<file path="src/rtl/array_scan.sv">
`default_nettype none
// ============================================================================
// array_scan : walks index_o over an array, streams entries on valid/ready.
// Optional build macro ARRAY_SCAN_LOOP_EN: repeat frames until stop_i is seen.
// Rev 1.0
// ============================================================================
module array_scan #(
  parameter int width_p  = 8,
  parameter int height_p = 4
) (
  input  logic                        clk_i,
  input  logic                        reset_n_i,
  input  logic                        start_i,
`ifdef ARRAY_SCAN_LOOP_EN
  input  logic                        stop_i,
`endif
  output logic                        busy_o,
  output logic                        done_o,
  output logic [$clog2(height_p)-1:0] index_o,
  input  logic [width_p-1:0]          rd_data_i,
  output logic                        v_o,
  output logic [width_p-1:0]          data_o,
  output logic                        last_o,
  input  logic                        ready_i
);

  localparam int                 c_ptr_w    = $clog2(height_p);
  localparam logic [c_ptr_w-1:0] c_last_idx = c_ptr_w'(height_p - 1);

  typedef enum logic [1:0] {
    IDLE  = 2'd0,
    SCAN  = 2'd1,
    DRAIN = 2'd2
  } state_t;

  state_t               r_state;
  state_t               w_state_nxt;
  logic [c_ptr_w-1:0]   r_ptr;
  logic [c_ptr_w-1:0]   w_ptr_nxt;
  logic                 r_v;
  logic                 r_last;
  logic                 r_done;
  logic [width_p-1:0]   r_data;
  logic                 w_load;
  logic                 w_accept;
  logic                 w_at_last;
  logic                 w_wrap;

  assign w_accept  = r_v & ready_i;
  assign w_load    = (r_state == SCAN) & (~r_v | ready_i);
  assign w_at_last = (r_ptr == c_last_idx);

`ifdef ARRAY_SCAN_LOOP_EN
  logic r_stop;

  // A stop raised in the same cycle as the frame-end load still ends the scan.
  assign w_wrap = w_at_last & ~(r_stop | stop_i);

  always_ff @(posedge clk_i or negedge reset_n_i) begin
    if (!reset_n_i) begin
      r_stop <= 1'b0;
    end else if ((r_state != IDLE) && (w_state_nxt == IDLE)) begin
      r_stop <= 1'b0;
    end else if ((r_state != IDLE) && stop_i) begin
      r_stop <= 1'b1;
    end
  end
`else
  assign w_wrap = 1'b0;
`endif

  always_comb begin
    w_state_nxt = r_state;
    w_ptr_nxt   = r_ptr;
    unique case (r_state)
      IDLE: begin
        if (start_i) begin
          w_state_nxt = SCAN;
          w_ptr_nxt   = '0;
        end
      end
      SCAN: begin
        if (w_load) begin
          // Explicit wrap so non-power-of-two heights never overrun.
          if (w_at_last) begin
            w_ptr_nxt = '0;
            if (!w_wrap) begin
              w_state_nxt = DRAIN;
            end
          end else begin
            w_ptr_nxt = r_ptr + 1'b1;
          end
        end
      end
      DRAIN: begin
        if (w_accept) begin
          w_state_nxt = IDLE;
        end
      end
      default: begin
        w_state_nxt = IDLE;
        w_ptr_nxt   = '0;
      end
    endcase
  end

  always_ff @(posedge clk_i or negedge reset_n_i) begin
    if (!reset_n_i) begin
      r_state <= IDLE;
      r_ptr   <= '0;
      r_done  <= 1'b0;
    end else begin
      r_state <= w_state_nxt;
      r_ptr   <= w_ptr_nxt;
      r_done  <= (r_state == DRAIN) & w_accept;
    end
  end

  // Single-entry output register; holds steady while downstream stalls.
  always_ff @(posedge clk_i or negedge reset_n_i) begin
    if (!reset_n_i) begin
      r_v    <= 1'b0;
      r_data <= '0;
      r_last <= 1'b0;
    end else if (w_load) begin
      r_v    <= 1'b1;
      r_data <= rd_data_i;
      r_last <= w_at_last;
    end else if (w_accept) begin
      r_v    <= 1'b0;
    end
  end

  assign busy_o  = (r_state == SCAN) | (r_state == DRAIN);
  assign done_o  = r_done;
  assign index_o = r_ptr;
  assign v_o     = r_v;
  assign data_o  = r_data;
  assign last_o  = r_last;

endmodule
`default_nettype wire

</file>
<file path="config.mk">
export PLATFORM = sky130hd
export DESIGN_NAME = array_scan
export DESIGN_NICKNAME = d
export VERILOG_FILES = /design/src/rtl/array_scan.sv
export SDC_FILE = /design/constraint.sdc
export NUM_CORES = 1
export LEC_CHECK = 0
export ABC_AREA = 1
export ABC_CLOCK_PERIOD_IN_PS = 1000
export BUFFER_PORTS_ARGS = -buffer_cell sky130_fd_sc_hd__buf_4
export CAP_MARGIN = 20
export CORE_MARGIN = 8
export CORE_UTILIZATION = 42
export DETAILED_ROUTE_END_ITERATION = 16
export PLACE_DENSITY = 0.72
export REMOVE_ABC_BUFFERS = 1
export SYNTH_ARGS = -nofsm -noshare
export SYNTH_HDL_FRONTEND = slang
export SYNTH_SLANG_ARGS = --single-unit
</file>
<file path="constraint.sdc">
create_clock -name clk_i -period 1 [get_ports clk_i]
set_input_delay 0.1 -clock clk_i [delete_from_list [all_inputs] [get_ports clk_i]]
set_output_delay 0.1 -clock clk_i [all_outputs]
set_load 0.03 [all_outputs]
</file>
==> metrics.txt <==
Yosys Warn Count 0; crit path time final 1230 ps; CTS tree done; # diodes 0; pre-CTS setup slack -211 ps; Setup TNS Final -2400 ps; Setup Skew 4.20 ps; leakage power 0.616 nW; Area Overhead vs Synth 59.9%; Netlist cell types 13; Synth Cell Area 711 um^2; kind of critical path reg2out; Max stage delay on crit path 400 ps; worst-skew pair later-pin latency 290 ps; commonest non-fill, non-tap cell in the layout buf_4; overall power 3.77 mW; Detail Route Antenna Nets 0; Hold Slack 39.4 ps; Crit. End Element output pin; die span in x 57.1 um; CTS H-tree lvls 1; Root Driver clkbuf_4; Synth Register Bits 15; critical path startpoint category flop; worst-path fanout max 4; Post-route DRC 0; outcome finished, violations left; Least-Margin Pin Slew 195 ps; Avg WL per Cell 12.4 um; max-slew violation count 0; sequential area share after synthesis 0.528; GRT Util Overall 0.114; routed wire length 1.74 mm; final net count 143; vias per cell 4.74; worst-case clock buffer depth 2; CTS sink count 15; count of mapped cells out of synthesis 80; DR vias 668; chip height 57.1 um; CP cell instances inv_2 > ha_4 > buf_6; Max Clock Freq 815 MHz; CP max stage cell dfrtp_1; Final Hold Viols 0; P per Cell Area 3320 nW/um^2; Setup Viol. Count Final 19; initial antenna violation count 0; IO buf count 25; syn avg cell area 8.88 um^2; worst path bufs/invs 2; fin util 0.688; grt total ovfl 0; RSZ-0062 raised after global routing yes; first-pass GRT wire length 3.02 mm; share of layout cells above drive strength 1 0.484; DR pass1 iterations 4; vias in the first global route 733; Tcrit/Tclk final 1.23; delay-heaviest family, CP flip-flops; TritonCTS buffer count 3; Detailed Route Iter0 Violations 8; Final Worst Setup Slack -227 ps; Initial Util 0.430; arrival time worst endpoint 1130 ps; placeable core area 1650 um^2; hold crit path type in2reg; failing checks negative setup slack; HPWL Detailed 1.32 mm; Worst-path clk slew 100 ps; commonest non-fill, non-tap cells in the layout buf_4, nand2_1, dfrtp_1, nand3_1, buf_6; Required @ worst endpoint 900 ps; Ports 26; Worst slew margin 0.870; total of max-cap violations 0; Die ar. 3260 um^2; largest net degree at the start of global routing 16; maximum vdd ir drop 0.00178 V; Rows 15; Final GP Congestion 0.746
-- layout make-up --
cell class	count	area [um^2]
fillers	135	515
flip-flops and latches	15	375
multi-input cells	59	357
repair buffers	40	333
clock buffers	3	22.5
inverters	6	22.5
well taps	17	21.3
clock inverters	1	5.00
-- flip-flops by register name (all words and copies together), names as in the netlist --
name / cells
v_o: 1
r_state: 2
last_o: 1
done_o: 1
index_o: 2
data_o: 8
-- final timing paths --
path                                     endpoint              startpoint  cells after the start  slack [ps]
setup / recovery                           busy_o  r_state[1]$_DFFE_PN0P_                      3        -230
hold / removal              data_o[3]$_DFFE_PN0P_            rd_data_i[3]                      3          40
setup reg to reg           r_state[1]$_DFFE_PN0P_  r_state[0]$_DFFE_PN0P_                      6        -200
hold reg to reg             data_o[4]$_DFFE_PN0P_   data_o[4]$_DFFE_PN0P_                      2         480
max in group asynchronous  r_state[1]$_DFFE_PN0P_               reset_n_i                      2         640
min in group asynchronous      last_o$_DFFE_PN0P_               reset_n_i                      2         190
-- synth_stat cells --
master | n | area, um^2
ha_1 | 6 | 75.1
nor2_1 | 1 | 3.75
nand3_1 | 10 | 50.1
nand2_4 | 1 | 11.3
inv_1 | 6 | 22.5
nor2_2 | 1 | 6.26
dfrtp_1 | 15 | 375
o21ai_0 | 5 | 25.0
o21ai_1 | 1 | 5.00
nand2_2 | 2 | 12.5
nand2_1 | 30 | 113
or2_0 | 1 | 6.26
buf_2 | 1 | 5.00
-- report_power, final --
part | total [mW] | leakage, nW | internal [mW] | switching, mW
Clock | 0.356 | 0.0177 | 0.149 | 0.207
Combinational | 2.41 | 0.406 | 1.05 | 1.36
Sequential | 1.00 | 0.192 | 0.860 | 0.144
-- what timing repair did --
item / in CTS / in global routing
hold buffers: 1 / 0
buffers inserted: 4 / 0
gates resized for setup: 19 / 6
pin swaps: 6 / 4
gates cloned: 1 / 0
setup endpoints to repair: 19 / 19
endpoints found under the hold margin: 15 / 0
-- tightest hold or removal path, stage by stage --
cell	delay, ps
buf_4	80
nand3_1	60
nand2_1	60
-- metal layers --
| metal | GRT usage | part of all wire | wire length, um |
|---|---|---|---|
| met4 | 0.0604 | 0.022 | 38 |
| met1 | 0.118 | 0.43 | 756 |
| met5 | 0 | 0 | 0 |
| met2 | 0.202 | 0.50 | 870 |
| met3 | 0.0310 | 0.044 | 77 |
-- cell families (layout without fill, tap and decap cells) --
kind of cell | Yosys count | in the layout | synth area share
flip-flops | 15 | 15 | 0.528
AND/OR/NAND/NOR | 46 | 47 | 0.285
adder cells (fa/ha/maj) | 6 | 6 | 0.106
AO/OA/AOI/OAI | 6 | 6 | 0.0422
buffers and inverters | 7 | 50 | 0.0387
-- per-stage QoR --
| step | instance area (um^2) | cells |
|---|---|---|
| 2_1_floorplan | 706 | 79 |
| 3_3_place_gp | 990 | 131 |
| 3_5_place_dp | 990 | 131 |
| 4_1_cts | 1120 | 141 |
| 5_1_grt | 1140 | 141 |
| 6_report | 1140 | 141 |
Power figures use the tool's default switching activity.
